[src/rtl/view_transform.sv]
// Three-stage camera view transform: Y-axis rotation from a 72-entry trig ROM, then translation and screen clip.
// Define CLIP_EN to drop offscreen points; by default they are clamped to the screen edge and flagged.
module view_transform #(
    parameter int unsigned SCREEN_W = 1024,
    parameter int unsigned SCREEN_H = 768,
    parameter int unsigned INIT_X   = 300,
    parameter int unsigned INIT_Y   = 300
) (
    input  logic              clk,
    input  logic              reset,
    input  logic [10:0]       x_offset,
    input  logic [10:0]       y_offset,
    input  logic [8:0]        angle,
    input  logic              frame_start,
    input  logic              in_valid,
    output logic              in_ready,
    input  logic signed [9:0] px,
    input  logic signed [9:0] py,
    input  logic signed [9:0] pz,
    output logic              out_valid,
    input  logic              out_ready,
    output logic [10:0]       pix_x,
    output logic [10:0]       pix_y,
    output logic              offscreen
);

    localparam logic [13:0] W_LIM = 14'(SCREEN_W);
    localparam logic [13:0] H_LIM = 14'(SCREEN_H);
`ifndef CLIP_EN
    localparam logic [10:0] X_MAX = 11'(SCREEN_W - 1);
    localparam logic [10:0] Y_MAX = 11'(SCREEN_H - 1);
`endif

    logic [10:0] snap_x_q, snap_x_d;
    logic [10:0] snap_y_q, snap_y_d;
    logic [8:0]  snap_a_q, snap_a_d;

    logic [6:0]        ang_idx;
    logic signed [9:0] rom_cos, rom_sin;

    logic              s1_valid_q, s1_valid_d;
    logic signed [9:0] s1_px_q, s1_px_d, s1_py_q, s1_py_d, s1_pz_q, s1_pz_d;
    logic [10:0]       s1_x_q, s1_x_d, s1_y_q, s1_y_d;
    logic signed [9:0] s1_cos_q, s1_cos_d, s1_sin_q, s1_sin_d;

    logic               s2_valid_q, s2_valid_d;
    logic signed [9:0]  s2_py_q, s2_py_d;
    logic [10:0]        s2_x_q, s2_x_d, s2_y_q, s2_y_d;
    logic signed [19:0] s2_pc_q, s2_pc_d, s2_ps_q, s2_ps_d;

    logic               out_valid_q, out_valid_d;
    logic [10:0]        pix_x_q, pix_x_d, pix_y_q, pix_y_d;
`ifndef CLIP_EN
    logic               offscreen_q, offscreen_d;
`endif

    logic signed [20:0] diff;
    logic signed [12:0] rx;
    logic signed [13:0] sx, sy;
    logic               off_x, off_y, off;
    logic               advance;

    assign advance   = !(out_valid_q && !out_ready);
    assign in_ready  = advance;
    assign out_valid = out_valid_q;
    assign pix_x     = pix_x_q;
    assign pix_y     = pix_y_q;
`ifdef CLIP_EN
    assign offscreen = 1'b0;
`else
    assign offscreen = offscreen_q;
`endif

    // The _d values double as the bypass: a point accepted with frame_start sees the new camera.
    always_comb begin
        snap_x_d = snap_x_q;
        snap_y_d = snap_y_q;
        snap_a_d = snap_a_q;
        if (frame_start) begin
            snap_x_d = x_offset;
            snap_y_d = y_offset;
            snap_a_d = angle;
        end
    end

    always_comb begin
        ang_idx = '0;
        if (snap_a_d < 9'd360) begin
            ang_idx = 7'(snap_a_d / 9'd5);
        end
    end

    always_comb begin
        rom_cos = '0;
        rom_sin = '0;
        case (ang_idx)
            7'd0:  begin rom_cos =  10'sd256; rom_sin =  10'sd0;   end
            7'd1:  begin rom_cos =  10'sd255; rom_sin =  10'sd22;  end
            7'd2:  begin rom_cos =  10'sd252; rom_sin =  10'sd44;  end
            7'd3:  begin rom_cos =  10'sd247; rom_sin =  10'sd66;  end
            7'd4:  begin rom_cos =  10'sd241; rom_sin =  10'sd88;  end
            7'd5:  begin rom_cos =  10'sd232; rom_sin =  10'sd108; end
            7'd6:  begin rom_cos =  10'sd222; rom_sin =  10'sd128; end
            7'd7:  begin rom_cos =  10'sd210; rom_sin =  10'sd147; end
            7'd8:  begin rom_cos =  10'sd196; rom_sin =  10'sd165; end
            7'd9:  begin rom_cos =  10'sd181; rom_sin =  10'sd181; end
            7'd10: begin rom_cos =  10'sd165; rom_sin =  10'sd196; end
            7'd11: begin rom_cos =  10'sd147; rom_sin =  10'sd210; end
            7'd12: begin rom_cos =  10'sd128; rom_sin =  10'sd222; end
            7'd13: begin rom_cos =  10'sd108; rom_sin =  10'sd232; end
            7'd14: begin rom_cos =  10'sd88;  rom_sin =  10'sd241; end
            7'd15: begin rom_cos =  10'sd66;  rom_sin =  10'sd247; end
            7'd16: begin rom_cos =  10'sd44;  rom_sin =  10'sd252; end
            7'd17: begin rom_cos =  10'sd22;  rom_sin =  10'sd255; end
            7'd18: begin rom_cos =  10'sd0;   rom_sin =  10'sd256; end
            7'd19: begin rom_cos = -10'sd22;  rom_sin =  10'sd255; end
            7'd20: begin rom_cos = -10'sd44;  rom_sin =  10'sd252; end
            7'd21: begin rom_cos = -10'sd66;  rom_sin =  10'sd247; end
            7'd22: begin rom_cos = -10'sd88;  rom_sin =  10'sd241; end
            7'd23: begin rom_cos = -10'sd108; rom_sin =  10'sd232; end
            7'd24: begin rom_cos = -10'sd128; rom_sin =  10'sd222; end
            7'd25: begin rom_cos = -10'sd147; rom_sin =  10'sd210; end
            7'd26: begin rom_cos = -10'sd165; rom_sin =  10'sd196; end
            7'd27: begin rom_cos = -10'sd181; rom_sin =  10'sd181; end
            7'd28: begin rom_cos = -10'sd196; rom_sin =  10'sd165; end
            7'd29: begin rom_cos = -10'sd210; rom_sin =  10'sd147; end
            7'd30: begin rom_cos = -10'sd222; rom_sin =  10'sd128; end
            7'd31: begin rom_cos = -10'sd232; rom_sin =  10'sd108; end
            7'd32: begin rom_cos = -10'sd241; rom_sin =  10'sd88;  end
            7'd33: begin rom_cos = -10'sd247; rom_sin =  10'sd66;  end
            7'd34: begin rom_cos = -10'sd252; rom_sin =  10'sd44;  end
            7'd35: begin rom_cos = -10'sd255; rom_sin =  10'sd22;  end
            7'd36: begin rom_cos = -10'sd256; rom_sin =  10'sd0;   end
            7'd37: begin rom_cos = -10'sd255; rom_sin = -10'sd22;  end
            7'd38: begin rom_cos = -10'sd252; rom_sin = -10'sd44;  end
            7'd39: begin rom_cos = -10'sd247; rom_sin = -10'sd66;  end
            7'd40: begin rom_cos = -10'sd241; rom_sin = -10'sd88;  end
            7'd41: begin rom_cos = -10'sd232; rom_sin = -10'sd108; end
            7'd42: begin rom_cos = -10'sd222; rom_sin = -10'sd128; end
            7'd43: begin rom_cos = -10'sd210; rom_sin = -10'sd147; end
            7'd44: begin rom_cos = -10'sd196; rom_sin = -10'sd165; end
            7'd45: begin rom_cos = -10'sd181; rom_sin = -10'sd181; end
            7'd46: begin rom_cos = -10'sd165; rom_sin = -10'sd196; end
            7'd47: begin rom_cos = -10'sd147; rom_sin = -10'sd210; end
            7'd48: begin rom_cos = -10'sd128; rom_sin = -10'sd222; end
            7'd49: begin rom_cos = -10'sd108; rom_sin = -10'sd232; end
            7'd50: begin rom_cos = -10'sd88;  rom_sin = -10'sd241; end
            7'd51: begin rom_cos = -10'sd66;  rom_sin = -10'sd247; end
            7'd52: begin rom_cos = -10'sd44;  rom_sin = -10'sd252; end
            7'd53: begin rom_cos = -10'sd22;  rom_sin = -10'sd255; end
            7'd54: begin rom_cos =  10'sd0;   rom_sin = -10'sd256; end
            7'd55: begin rom_cos =  10'sd22;  rom_sin = -10'sd255; end
            7'd56: begin rom_cos =  10'sd44;  rom_sin = -10'sd252; end
            7'd57: begin rom_cos =  10'sd66;  rom_sin = -10'sd247; end
            7'd58: begin rom_cos =  10'sd88;  rom_sin = -10'sd241; end
            7'd59: begin rom_cos =  10'sd108; rom_sin = -10'sd232; end
            7'd60: begin rom_cos =  10'sd128; rom_sin = -10'sd222; end
            7'd61: begin rom_cos =  10'sd147; rom_sin = -10'sd210; end
            7'd62: begin rom_cos =  10'sd165; rom_sin = -10'sd196; end
            7'd63: begin rom_cos =  10'sd181; rom_sin = -10'sd181; end
            7'd64: begin rom_cos =  10'sd196; rom_sin = -10'sd165; end
            7'd65: begin rom_cos =  10'sd210; rom_sin = -10'sd147; end
            7'd66: begin rom_cos =  10'sd222; rom_sin = -10'sd128; end
            7'd67: begin rom_cos =  10'sd232; rom_sin = -10'sd108; end
            7'd68: begin rom_cos =  10'sd241; rom_sin = -10'sd88;  end
            7'd69: begin rom_cos =  10'sd247; rom_sin = -10'sd66;  end
            7'd70: begin rom_cos =  10'sd252; rom_sin = -10'sd44;  end
            7'd71: begin rom_cos =  10'sd255; rom_sin = -10'sd22;  end
            default: begin rom_cos = '0; rom_sin = '0; end
        endcase
    end

    always_comb begin
        s1_valid_d = s1_valid_q;
        s1_px_d    = s1_px_q;
        s1_py_d    = s1_py_q;
        s1_pz_d    = s1_pz_q;
        s1_x_d     = s1_x_q;
        s1_y_d     = s1_y_q;
        s1_cos_d   = s1_cos_q;
        s1_sin_d   = s1_sin_q;
        if (advance) begin
            s1_valid_d = in_valid;
            if (in_valid) begin
                s1_px_d  = px;
                s1_py_d  = py;
                s1_pz_d  = pz;
                s1_x_d   = snap_x_d;
                s1_y_d   = snap_y_d;
                s1_cos_d = rom_cos;
                s1_sin_d = rom_sin;
            end
        end
    end

    always_comb begin
        s2_valid_d = s2_valid_q;
        s2_py_d    = s2_py_q;
        s2_x_d     = s2_x_q;
        s2_y_d     = s2_y_q;
        s2_pc_d    = s2_pc_q;
        s2_ps_d    = s2_ps_q;
        if (advance) begin
            s2_valid_d = s1_valid_q;
            if (s1_valid_q) begin
                s2_py_d = s1_py_q;
                s2_x_d  = s1_x_q;
                s2_y_d  = s1_y_q;
                s2_pc_d = 20'(s1_px_q) * 20'(s1_cos_q);
                s2_ps_d = 20'(s1_pz_q) * 20'(s1_sin_q);
            end
        end
    end

    // Taking bits above the arithmetic shift gives floor division of the rotated X by 256.
    always_comb begin
        diff  = 21'(s2_pc_q) - 21'(s2_ps_q);
        rx    = 13'(diff >>> 8);
        sx    = $signed({3'b000, s2_x_q}) + 14'(rx);
        sy    = $signed({3'b000, s2_y_q}) - 14'(s2_py_q);
        off_x = sx[13] || ($unsigned(sx) >= W_LIM);
        off_y = sy[13] || ($unsigned(sy) >= H_LIM);
        off   = off_x || off_y;
    end

    always_comb begin
        out_valid_d = out_valid_q;
        pix_x_d     = pix_x_q;
        pix_y_d     = pix_y_q;
`ifdef CLIP_EN
        if (advance) begin
            out_valid_d = s2_valid_q && !off;
            if (s2_valid_q && !off) begin
                pix_x_d = sx[10:0];
                pix_y_d = sy[10:0];
            end
        end
`else
        offscreen_d = offscreen_q;
        if (advance) begin
            out_valid_d = s2_valid_q;
            if (s2_valid_q) begin
                offscreen_d = off;
                if (sx[13])
                    pix_x_d = '0;
                else if ($unsigned(sx) >= W_LIM)
                    pix_x_d = X_MAX;
                else
                    pix_x_d = sx[10:0];
                if (sy[13])
                    pix_y_d = '0;
                else if ($unsigned(sy) >= H_LIM)
                    pix_y_d = Y_MAX;
                else
                    pix_y_d = sy[10:0];
            end
        end
`endif
    end

    always_ff @(posedge clk or posedge reset) begin
        if (reset) begin
            snap_x_q    <= 11'(INIT_X);
            snap_y_q    <= 11'(INIT_Y);
            snap_a_q    <= '0;
            s1_valid_q  <= 1'b0;
            s1_px_q     <= '0;
            s1_py_q     <= '0;
            s1_pz_q     <= '0;
            s1_x_q      <= '0;
            s1_y_q      <= '0;
            s1_cos_q    <= '0;
            s1_sin_q    <= '0;
            s2_valid_q  <= 1'b0;
            s2_py_q     <= '0;
            s2_x_q      <= '0;
            s2_y_q      <= '0;
            s2_pc_q     <= '0;
            s2_ps_q     <= '0;
            out_valid_q <= 1'b0;
            pix_x_q     <= '0;
            pix_y_q     <= '0;
`ifndef CLIP_EN
            offscreen_q <= 1'b0;
`endif
        end else begin
            snap_x_q    <= snap_x_d;
            snap_y_q    <= snap_y_d;
            snap_a_q    <= snap_a_d;
            s1_valid_q  <= s1_valid_d;
            s1_px_q     <= s1_px_d;
            s1_py_q     <= s1_py_d;
            s1_pz_q     <= s1_pz_d;
            s1_x_q      <= s1_x_d;
            s1_y_q      <= s1_y_d;
            s1_cos_q    <= s1_cos_d;
            s1_sin_q    <= s1_sin_d;
            s2_valid_q  <= s2_valid_d;
            s2_py_q     <= s2_py_d;
            s2_x_q      <= s2_x_d;
            s2_y_q      <= s2_y_d;
            s2_pc_q     <= s2_pc_d;
            s2_ps_q     <= s2_ps_d;
            out_valid_q <= out_valid_d;
            pix_x_q     <= pix_x_d;
            pix_y_q     <= pix_y_d;
`ifndef CLIP_EN
            offscreen_q <= offscreen_d;
`endif
        end
    end

endmodule

[config.mk]
export PLATFORM = sky130hd
export DESIGN_NAME = view_transform
export DESIGN_NICKNAME = d
export VERILOG_FILES = /design/src/rtl/view_transform.sv
export SDC_FILE = /design/constraint.sdc
export NUM_CORES = 1
export LEC_CHECK = 0
export ABC_AREA = 1
export CAP_MARGIN = 20
export CORE_UTILIZATION = 45
export CTS_BUF_LIST = sky130_fd_sc_hd__clkbuf_8
export DETAILED_ROUTE_END_ITERATION = 10
export PLACE_DENSITY = 0.67
export SLEW_MARGIN = 20
export SYNTH_ARGS = -nofsm -noshare
export SYNTH_HDL_FRONTEND = slang
export SYNTH_SLANG_ARGS = --single-unit
[constraint.sdc]
create_clock -name clk -period 9.5 [get_ports clk]
set_input_delay 1.9 -clock clk [delete_from_list [all_inputs] [get_ports clk]]
set_output_delay 1.9 -clock clk [all_outputs]
set_load 0.05 [all_outputs]
==> results.ini <==
[route]
avgViaCountPerCell=5.15
drt_iter0_markers=1110
ant_nets=0
num_vias=15298
drc=9
drt_first_pass_iters=8
wl_um=47800
wl_per_cell_um=16.1

[critical_path]
worst_path_max_delay_cell=o21ai_0
path_buf_inv=4
critPathLaunch=frame_start
startpoint_type=input pin
cp.required_ns=10.04
cpPeakStageDelay_ns=0.64
path_class=input pin to flop
cp_max_fo=36
timing.critical_path.mode_cell=nand2_2
cp.arrival_ns=7.53
crit_family=simple AND/OR/NAND/NOR gates
cp-end-kind=flop
timing.rr.start=s1_sin_q[2]

[min_path]
min_path_type=flop to flop
hp-start=snap_y_q[4]

[yosys]
syn_nets=2766
ys_seq_area_frac=0.267
netlist_area_sq_um=18800
synth_warnings=0
syn_avg_cell_area_sq_um=7.98
synth_cells=2362
yosys.area_share.xor_xnor=0.0260
synth-compound-area-share=0.112
synth-adder-area-share=0.298
synth_cell_types=52
synth_simple_gate_area_share=0.187
ys_ff_latch=201
yosys-mux-area-fraction=0
synth_top_family_by_area=adder cells

[finish]
nNetsFinal=2813
layout_commonest_cell=nand2_1
post-route-cell-area_sq_um=21000
fillerInstances=3948
instances_no_fill=2971
syn_to_final_growth_pct=11.5
mostFrequentLayoutCells=nand2_1 (642), inv_1 (442), dfrtp_1 (193), o21ai_0 (191), fa_1 (184)
postLayoutCoreUtil=0.511
n_antenna_cell=0
drive_gt1_frac=0.0644

[clocking]
clk_latency_ns=0.60
clk_path_buf_depth=3
cts_hold_buf=0
htree_num_levels=2
clkSinkCount=201
cts_tree=built
ctsResizeCount=0
cts_inserted_buffers=40
cts_setup_buffers=0
clkTransAtPathRegs_ns=0.06
clock_tree.root_cell=clkbuf_8

[global_route]
grt_pass1_vias=15733
track_usage=0.237
grt_first_pass_wirelength_um=80000
antenna_found_initial=0
grt_max_degree=146
gr-total-overflow=0

[floorplan]
fp.dieW_um=207
die_h_um=207
rows=74
coreArea_sq_um=41100
initial_core_util=0.458
die_area_sq_um=42700
ios=91

[outcome]
status=complete, but fails checks
violations=design-rule violations

[sta]
post-route-min-period_ns=6.98
slew_violations=0
setup_viol=0
rsz0062_at_grt=no
timing.final.crit_share=0.735
hold_viol_final=0
fmax_ghz=0.143
slew_headroom=0.289
fin_worst_skew_ns=0.0205
tns_ns=0
tightest_slew_ns=1.06

[placement]
dp.cells=2899
gp_congestion=0.879
placed_area_sq_um=20100
dp_hpwl_um=36400
io_buffers=90

[job]
drv_cap=0

registers in the layout, summed over array words and instances, names as in the netlist, 9 cells and up:
register,cells
s2_pc_q,20
s2_ps_q,20
pix_x,11
pix_y,11
s1_x_q,11
s1_y_q,11
s2_x_q,11
s2_y_q,11
snap_x_q,11
snap_y_q,11
s1_cos_q,10
s1_px_q,10
s1_py_q,10
s1_pz_q,10
s1_sin_q,10
s2_py_q,10
snap_a_q,9
worst register-to-register path: cells and delay by family (launching register included):
| kind | cells | cell delay, ns |
|---|---|---|
| buffers and inverters | 6 | 0.28 |
| AO/OA/AOI/OAI | 9 | 1.26 |
| flip-flops | 1 | 0.71 |
| adder cells (fa/ha/maj) | 6 | 2.48 |
| AND/OR/NAND/NOR | 11 | 1.07 |
| XOR/XNOR | 1 | 0.13 |
Yosys cell counts (all sizes together):
cell | n | area, sq um
xor2 | 25 | 219
dfstp | 8 | 210
a21o | 5 | 37.5
dfrtp | 193 | 4830
a32oi | 1 | 8.76
o2111a | 1 | 11.3
nand4 | 7 | 43.8
fa | 184 | 3680
o311ai | 2 | 17.5
a221oi | 1 | 8.76
o2111ai | 1 | 8.76
o221ai | 1 | 8.76
o22ai | 8 | 50.1
o21ai | 202 | 1030
inv | 440 | 1660
a211oi | 1 | 7.51
nor3 | 3 | 15.0
o21bai | 9 | 67.6
a22oi | 11 | 82.6
a22o | 1 | 8.76
buf | 12 | 76.3
or2 | 20 | 125
nand3 | 52 | 298
a21boi | 2 | 26.3
clkinv | 4 | 15.0
o41ai | 1 | 8.76
o211ai | 6 | 45.0
a31oi | 18 | 113
xnor2 | 31 | 272
a21oi | 104 | 532
nand2 | 676 | 2690
ha | 154 | 1930
nor2 | 82 | 308
and2 | 4 | 25.0
clkbuf | 83 | 312
o31ai | 5 | 37.5
nand3b | 3 | 22.5
o21a | 1 | 7.51
routing by layer:
| layer | vias to the layer above | routed length, um | track usage |
|---|---|---|---|
| met3 | 88 | 2420 | 0.0301 |
| met2 | 398 | 22700 | 0.399 |
| met4 | 0 | 1210 | 0.0832 |
| li1 | 7401 | - | - |
| met5 | - | 0 | 0 |
| met1 | 7411 | 21500 | 0.315 |
per-stage QoR:
step           worst slack, ns  hold slack, ns
6_report                  2.52           0.470
2_1_floorplan             2.13           0.436
4_1_cts                   2.76           0.472
3_3_place_gp              2.23           0.449
3_5_place_dp              2.10           0.457
5_1_grt                   2.06           0.488
worst paths after layout:
path | end | slack, ns | depth (start not counted)
max in group asynchronous | s1_pz_q[6] | 6.31 | 3
hold / removal | snap_y_q[4] | 0.47 | 2
setup / recovery | s1_sin_q[2] | 2.52 | 38
hold reg to reg | snap_y_q[4] | 0.47 | 2
min in group asynchronous | s1_px_q[8] | 1.84 | 2
setup reg to reg | s2_ps_q[18] | 3.41 | 33
kinds of logic (layout without fill, tap and decap cells):
kind of cell	Yosys count	after routing
fa+ha+maj	338	338
buf+inv	539	616
flops	201	201
compound gates	381	381
xor+xnor	56	56
simple gates	847	847
layout make-up:
| cell class | count | area [sq um] | share of cell area |
|---|---|---|---|
| Timing Repair Buffer | 100 | 971 | 0.0462 |
| Multi-Input combinational cell | 1622 | 11800 | 0.559 |
| Clock inverter | 21 | 201 | 0.00958 |
| Clock buffer | 51 | 702 | 0.0334 |
| Inverter | 444 | 1680 | 0.0801 |
| Tap cell | 532 | 666 | 0.0317 |
| Sequential cell | 201 | 5040 | 0.240 |
Power is not shown: default switching activity piles up to over one toggle a cycle in this logic, so the estimate is an artifact.
